`config.mk`:
```
export PLATFORM = sky130hd
export DESIGN_NAME = pipeline_hazard_controller
export DESIGN_NICKNAME = d
export VERILOG_FILES = /design/src/rtl/pipeline_hazard_controller.sv
export SDC_FILE = /design/constraint.sdc
export NUM_CORES = 1
export LEC_CHECK = 0
export CAP_MARGIN = 5
export CORE_AREA = 3 3 40 42
export DETAILED_ROUTE_END_ITERATION = 8
export DIE_AREA = 0 0 43 45
export DONT_BUFFER_PORTS = 1
export PLACE_DENSITY = 0.72
export SKIP_LAST_GASP = 1
export SLEW_MARGIN = 20
export SYNTH_ARGS = -nofsm -noshare
export SYNTH_HDL_FRONTEND = slang
export SYNTH_SLANG_ARGS = --single-unit
```
`constraint.sdc`:
```
create_clock -name CLK -period 1.7 [get_ports CLK]
set_input_delay 0.34 -clock CLK [delete_from_list [all_inputs] [get_ports CLK]]
set_output_delay 0.34 -clock CLK [all_outputs]
set_load 0.005 [all_outputs]
```
`src/rtl/pipeline_hazard_controller.sv`:
```
// Pipeline sequencer: per-stage enables/flushes and PC write from hazard, branch, multi-cycle and halt events.
// Optional stall counter enabled with `define STALL_COUNTER_EN.
module pipeline_hazard_controller #(
  parameter int MC_TIMEOUT = 64,
  parameter int CNT_WIDTH  = 32
) (
  input  logic                 CLK,
  input  logic                 Reset,
  input  logic                 LoadUseHazard,
  input  logic                 BranchTaken,
  input  logic                 MCStart,
  input  logic                 MCDone,
  input  logic                 HaltReq,
  input  logic                 ResumeReq,
`ifdef STALL_COUNTER_EN
  input  logic                 ClearCount,
  output logic [CNT_WIDTH-1:0] StallCount,
`endif
  output logic                 PCWrite,
  output logic                 EnIFID,
  output logic                 EnIDEX,
  output logic                 EnEXMEM,
  output logic                 EnMEMWB,
  output logic                 FlushIFID,
  output logic                 FlushIDEX,
  output logic                 FlushEXMEM,
  output logic                 MCBusy,
  output logic                 Timeout,
  output logic [1:0]           State
);

  localparam int CW = (MC_TIMEOUT > 2) ? $clog2(MC_TIMEOUT) : 1;
  localparam logic [CW-1:0] CNT_LAST = CW'(MC_TIMEOUT - 1);

  typedef enum logic [1:0] {
    ST_RUN  = 2'b00,
    ST_MC   = 2'b01,
    ST_HALT = 2'b10
  } state_e;

  state_e          state_q, state_d;
  logic            pend_q, pend_d;
  logic [CW-1:0]   cnt_q, cnt_d;
  logic            to_q, to_d;
  logic            busy_q;
  logic            pend_now;

  // Raw (ungated) controls: {PCWrite,EnIFID,EnIDEX,EnEXMEM,EnMEMWB,FlushIFID,FlushIDEX,FlushEXMEM}
  logic [7:0]      ctl;

  localparam logic [7:0] CTL_ALL  = 8'b11111_000;
  localparam logic [7:0] CTL_MC   = 8'b00011_001;
  localparam logic [7:0] CTL_BR   = 8'b11111_110;
  localparam logic [7:0] CTL_LU   = 8'b00111_010;
  localparam logic [7:0] CTL_TO   = 8'b00111_011;

  // A halt request arriving in the same cycle the MC op finishes also counts as pending.
  assign pend_now = pend_q | HaltReq;

  always_comb begin
    ctl     = 8'b0;
    state_d = state_q;
    pend_d  = pend_q;
    cnt_d   = cnt_q;
    to_d    = to_q;
    case (state_q)
      ST_RUN: begin
        if (MCStart) begin
          ctl     = CTL_MC;
          state_d = ST_MC;
          cnt_d   = '0;
          pend_d  = HaltReq;
        end else begin
          if (BranchTaken)        ctl = CTL_BR;
          else if (LoadUseHazard) ctl = CTL_LU;
          else                    ctl = CTL_ALL;
          if (HaltReq) state_d = ST_HALT;
        end
      end
      ST_MC: begin
        pend_d = pend_now;
        if (MCDone || cnt_q == CNT_LAST) begin
          ctl     = MCDone ? CTL_ALL : CTL_TO;
          to_d    = to_q | ~MCDone;
          state_d = pend_now ? ST_HALT : ST_RUN;
          pend_d  = 1'b0;
        end else begin
          ctl   = CTL_MC;
          cnt_d = cnt_q + 1'b1;
        end
      end
      ST_HALT: begin
        if (ResumeReq && !HaltReq) state_d = ST_RUN;
      end
      default: state_d = ST_RUN;
    endcase
  end

  always_ff @(posedge CLK or negedge Reset) begin
    if (!Reset) begin
      state_q <= ST_RUN;
      pend_q  <= 1'b0;
      cnt_q   <= '0;
      to_q    <= 1'b0;
      busy_q  <= 1'b0;
    end else begin
      state_q <= state_d;
      pend_q  <= pend_d;
      cnt_q   <= cnt_d;
      to_q    <= to_d;
      busy_q  <= (state_d == ST_MC);
    end
  end

  assign {PCWrite, EnIFID, EnIDEX, EnEXMEM, EnMEMWB, FlushIFID, FlushIDEX, FlushEXMEM} =
         ctl & {8{Reset}};
  assign MCBusy  = busy_q;
  assign Timeout = to_q;
  assign State   = state_q;

`ifdef STALL_COUNTER_EN
  logic [CNT_WIDTH-1:0] stall_q;

  always_ff @(posedge CLK or negedge Reset) begin
    if (!Reset)                      stall_q <= '0;
    else if (ClearCount)             stall_q <= '0;
    else if (!PCWrite && !(&stall_q)) stall_q <= stall_q + 1'b1;
  end

  assign StallCount = stall_q;
`endif

endmodule

```
==> results of run 1 <==
-- cells by family after synthesis --
kind of cell | synth area share
compound gates | 0.2921
flops | 0.3630
buf+inv | 0.06270
fa+ha+maj | 0.01650
simple gates | 0.2657
-- critical path: cells and delay by family, from the launching register on --
family / cells / cell delay [ns]
fa+ha+maj: 1 / 0.20
flops: 1 / 0.36
compound gates: 1 / 0.21
simple gates: 2 / 0.34
-- where the power goes --
part	internal [mW]	switching, mW
Sequential	0.331	0.0880
Combinational	0.243	0.289
Clock	0.0911	0.0975
Total	0.665	0.474
-- routing by layer --
layer / share of wire / up-vias / routed length (um) / global-route usage
met2: 0.47 / 44 / 1022 / 0.3892
li1: - / 338 / - / -
met1: 0.43 / 356 / 925 / 0.3127
met5: 0 / - / 0 / 0
met4: 0.027 / 0 / 58 / 0.1205
met3: 0.073 / 7 / 159 / 0.04781
-- per-stage QoR --
stage / TNS (ns) / power, mW / setup slack (ns) / hold slack [ns]
after floorplan: 0 / 0.7496 / 0.1134 / 0.04441
after global placement: 0 / 0.8351 / 0.1781 / 0.04469
after detailed placement: 0 / 0.8447 / 0.1245 / 0.04479
after CTS: 0 / 1.095 / 0.004907 / 0.2633
after global routing: -0.1276 / 1.213 / -0.08256 / 0.2911
final: -0.03641 / 1.139 / -0.02612 / 0.2835
-- cells in the mapped netlist (2+ instances only) --
cell type   n
inv_1       6
a21oi_1     6
and3_1      2
a211o_1     2
nand2_1    10
o21ai_1     2
nor2_1      5
nand2b_1    3
buf_4       2
dfrtp_1    11
o211ai_1    4
o21ai_0     2
buf_2       2
nor2b_1     2
and4_1      2
-- state kept, by name, indices dropped and copies added (netlist names) --
name,flops
MCBusy,1
State,2
Timeout,1
pend_q,1
cnt_q,6
-- timing repair --
item	4_1_cts	5_1_grt
hold buffers	1	0
setup buffers	7	2
resized for setup	8	6
pin swaps	3	4
setup endpoints to repair	4	6
endpoints found under the hold margin	11	0
-- worst max-delay path by stage --
stage | from | to | slack [ns] | cells past startpoint
after floorplan | State[0]$_DFF_PN0_ | PCWrite | 0.11 | 4
after global placement | cnt_q[0]$_DFFE_PN0P_ | EnIDEX | 0.18 | 4
after detailed placement | cnt_q[0]$_DFFE_PN0P_ | EnIDEX | 0.12 | 4
after CTS | cnt_q[1]$_DFFE_PN0P_ | FlushIDEX | 0.005 | 4
after global routing | cnt_q[0]$_DFFE_PN0P_ | EnIDEX | -0.08 | 4
final | cnt_q[1]$_DFFE_PN0P_ | EnIDEX | -0.03 | 4
-- final cells by class --
cell class / count / share of cell area
Inverter: 6 / 0.02476
Tap cell: 15 / 0.02063
Timing Repair Buffer: 12 / 0.1018
Clock buffer: 4 / 0.02889
Multi-Input combinational cell: 63 / 0.5172
Sequential cell: 11 / 0.3067
==> metrics.txt, run 1 <==
TritonCTS sink count 11; placement row count 13; outcome complete, but fails checks; Worst-Margin Slew 0.5470 ns; hpwl dp around 1300 um; CTS tree built; commonest non-fill, non-tap cell in the layout buf_4; clock latency on the worst-skew pair between 0.2 and 0.3 ns; max cap viols 0; Crit Path Max Fanout 3; GPL Wtd Cong ~0.8; die area 0.001935 mm2; WHS Path Cells 3; Post-Place Cells 97; Setup Viol. Count Final 2; Slew Limit Fails 0; RSZ-0062 raised after global routing true; Clock Tree Root clkbuf_4; largest net degree at the start of global routing 13; DIE WIDTH between 40 and 50 um; gate count after technology mapping 84; Die Ht 45 um; IO Port Bufs 0; Slew headroom 0.6341; Max Clock Skew ~0.0013 ns; Final nets 106; worst reg-to-reg path cell count 7; H-Tree Depth 1; Routed WL 2165 um; final core utilization 0.7079; Area Overhead vs Synth 19.97%; Hold Startpoint MCDone; CP endpoint kind primary output; Main synth FF type dfrtp_1; Total GRT Usage 0.2422; drt drc 0; Post-synth EDFFs 0; Antenna Cells 0; number of global-route vias before repair 733; via count 745; top post-synthesis cells by area dfrtp_1, nand2_1, a21oi_1; Wirelength per Cell ~20 um; crit share post-route 1.015; Worst-path clk slew 0.07 ns; R2R setup slack 0.08 ns; layout cells sized above 1 0.3646; minimum clock period 1.726 ns; Placed Area 767.0 um2; capturing point of the worst reg2reg path cnt_q[4]$_DFFE_PN0P_; Syn Std Cell Area 758.2 um2; slowest cell on the critical path dfrtp_1; Peak VDD IR between 0.8 and 0.9 mV; P per Cell Area 1252 mW/mm2; WHS Endpoint Timeout$_DFFE_PN0N_; slowest stage delay, CP 0.36 ns; HP Class in2reg; Critical Path RT about 1.4 ns; Reg area 279.0 um2; post-route antenna net violation count 0; initial antenna violation count 0; Warnings, synthesis 0; WS Path Type reg2out; footprint of the multi-input gates 470.5 um2; sequential share of the synthesized area 0.3630; largest area contributor in the netlist dfrtp_1; FF-to-FF Start cnt_q[0]$_DFFE_PN0P_; P_leak around 0.40 nW; global-route wire length before repair about 3500 um; IO Count 20; Yosys top cell area share 0.3630; Core Area 0.001285 mm2; Synth async-reset ratio 1.000; Worst Setup Start Kind flip-flop; Avg Cell Area, Syn 9.027 um2; Setup WS post-layout -0.02612 ns; Max Fclk 0.5793 GHz; filler cell count 94; crit path cell chain ha_2 -> nand4_1 -> o21ai_2 -> and3_4; flops & latches, synth 11; synthesized net count 93; failing checks setup timing; Initial DRC Count 27; post-synth cell types 38; Hold Fails Final Rpt 0; TritonRoute pass-1 iters 4; design area 909.6 um2; Clock Tree Buf Depth 2; Final Non-Filler Cells 111; Arrival @ worst endpoint 1.39 ns; CTS buffer count 3; vias per cell between 6 and 7; commonest cells after routing, fill and taps aside buf_4, nand2_1, dfrtp_1; Remaining Overflow, GRT 0; initial core utilization 0.5901
Note: power is estimated with default switching activity, not from simulation.
==> inputs of run 2 (changes only) <==
--- a/config.mk
+++ b/config.mk
@@ -11,7 +11,7 @@
 export DIE_AREA = 0 0 43 45
 export DONT_BUFFER_PORTS = 1
 export PLACE_DENSITY = 0.72
-export SKIP_LAST_GASP = 1
+export REMOVE_ABC_BUFFERS = 1
 export SLEW_MARGIN = 20
 export SYNTH_ARGS = -nofsm -noshare
 export SYNTH_HDL_FRONTEND = slang
==> run 2 against run 1 <==
  * Clock skew increased by 0.0054 ns
  * Global-route usage shrank 3.2 points
  * Register-to-register slack better by 0.17 ns
  * The flow now finishes without violations
  * Via count decreased by 7.1%
  * Total power is 1.8% higher
  * Critical path type unchanged
  * Flip-flop and latch count unchanged
  * Sequential share of layout area hardly changed
  * Clock-buffer cell count did not move
  * Non-clock buffer count unchanged
==> metrics.txt, run 2 (same netlist as run 1, synthesis figures left out) <==
outcome finished clean; TritonRoute pass-1 iters 4 (unchanged); Remaining Overflow, GRT 0 (unchanged); Core Area 0.001285 mm2 (unchanged); initial core utilization 0.5901 (unchanged); Area Overhead vs Synth 20.13%; vias per cell 6.234 (-7.1%); global-route wire length before repair 3091 um (-11%); CTS tree built; placement row count 13 (unchanged); Setup Viol. Count Final 0 (-2); RSZ-0062 raised after global routing true; Initial DRC Count 41 (+52%); post-route antenna net violation count 0 (unchanged); minimum clock period 1.671 ns (-0.05501 ns); GPL Wtd Cong 0.8532 (+6.9%); Die Ht 45 um (unchanged); WS Path Type reg2out; filler cell count 100 (+6.4%); CP endpoint kind primary output; Worst Setup Start Kind flip-flop; commonest cells after routing, fill and taps aside buf_4, nand2_1, dfrtp_1; HP Class in2reg; FF-to-FF Start cnt_q[0]$_DFFE_PN0P_; TritonCTS sink count 11 (unchanged); CTS buffer count 3 (unchanged); final core utilization 0.7089 (+0.0009740); Max Fclk 0.5984 GHz (+3.3%); Placed Area 774.5 um2 (+0.98%); flip-flop count of the largest register after layout 6 (unchanged); crit share post-route 0.9830 (-0.03236); Post-Place Cells 98 (+1.0%); via count 692 (-7.1%); P_leak 0.4045 nW (about the same); layout cells sized above 1 0.3438 (-0.02083); design area 910.9 um2 (+0.14%); number of global-route vias before repair 671 (-8.5%); Final nets 106 (unchanged); drt drc 0 (unchanged); CP Launch Point State[1]$_DFF_PN0_; Worst-Margin Slew 0.5055 ns (-0.04153 ns); Routed WL 1869 um (-14%); P per Cell Area 1273 mW/mm2 (+1.6%); R2R setup slack 0.25 ns (+0.17 ns); IO Count 20 (unchanged); die area 0.001935 mm2 (unchanged); Peak VDD IR 1.000 mV (+24%); Slew Limit Fails 0 (unchanged); max cap viols 0 (unchanged); WHS Path Cells 3 (unchanged); commonest non-fill, non-tap cell in the layout buf_4; Critical Path RT 1.36 ns (about the same); Slew headroom 0.6619 (+0.02778); worst reg-to-reg path cell count 5 (-2); Arrival @ worst endpoint 1.33 ns (-0.06 ns); Hold Fails Final Rpt 0 (unchanged); Clock Tree Buf Depth 2 (unchanged); Antenna Cells 0 (unchanged); hold slack 0.2708 ns (-0.01272 ns); Wirelength per Cell 16.84 um (-14%); Final Non-Filler Cells 111 (unchanged); Total GRT Usage 0.2106 (-0.03161); DIE WIDTH 43 um (unchanged); IO Port Bufs 0 (unchanged); largest net degree at the start of global routing 12 (-1); setup tns final 0 ns (+0.03641 ns); Crit Path Max Fanout 7 (+4); Hold Startpoint MCDone; Max Clock Skew 0.006791 ns (+0.005442 ns); register name with the most flops cnt_q; H-Tree Depth 1 (unchanged); hpwl dp 1254 um (-0.91%); Worst-path clk slew 0.08 ns (about the same); WHS Endpoint Timeout$_DFFE_PN0N_; initial antenna violation count 0 (unchanged); clock latency on the worst-skew pair 0.28 ns (about the same); Clock Tree Root clkbuf_4; capturing point of the worst reg2reg path pend_q$_DFFE_PN0P_
[run 2: changes by cell type in the layout (fill, tap and decap cells not counted)]
cell	change
a21oi_1	+1
a21oi_2	-1
and3_1	+1
and3_4	-1
ha_2	-1
ha_4	+1
[run 2: power breakdown]
part / internal (mW) / leakage (nW) / switching (mW) / total (mW)
registers: 0.331 / 0.142 / 0.0927 / 0.424
clock network: 0.0911 / 0.0150 / 0.0992 / 0.190
logic: 0.270 / 0.247 / 0.276 / 0.545
[run 2: worst max-delay path by stage]
stage / end / cells after the start
floorplan: FlushIDEX / 3
finish: FlushIDEX / 3
global placement: EnIDEX / 4
detailed placement: EnIDEX / 4
CTS: FlushIDEX / 4
global route: EnIDEX / 4
[run 2: area by class of cell]
class | instances | area [um2] | area share
clock buffer | 4 | 26.28 | 0.02885
inverter | 6 | 22.52 | 0.02473
multi-input combinational | 63 | 471.7 | 0.5179
sequential | 11 | 279.0 | 0.3063
tap | 15 | 18.77 | 0.02060
timing repair buffer | 12 | 92.59 | 0.1016
[run 2: timing repair]
action / CTS / global route
setup buffers: 4 / 4
hold endpoints to repair: 11 / 0
hold buffers: 1 / 0
gates resized for setup: 9 / 4
pin swaps: 1 / 4
setup endpoints to repair: 4 / 3
[run 2: routing by layer]
| layer | global-route usage | up-vias | part of all wire |
|---|---|---|---|
| li1 | - | 336 | - |
| met1 | 0.2693 | 335 | 0.45 |
| met2 | 0.3503 | 17 | 0.47 |
| met3 | 0.03984 | 4 | 0.052 |
| met4 | 0.09036 | 0 | 0.022 |
| met5 | 0 | - | 0 |
[run 2: critical path: stages, from the launching register on]
cell	delay, ns
dfrtp_2	0.47
nor3b_4	0.29
nand3_2	0.13
a21oi_2	0.17
[run 2: metrics by stage]
stage / total power [mW] / worst slack [ns]
6_report: 1.160 / 0.02889
5_1_grt: 1.233 / -0.02939
4_1_cts: 1.124 / 0.0003165
3_5_place_dp: 0.8596 / 0.1324
3_3_place_gp: 0.8470 / 0.1787
2_1_floorplan: 0.7151 / 0.1839
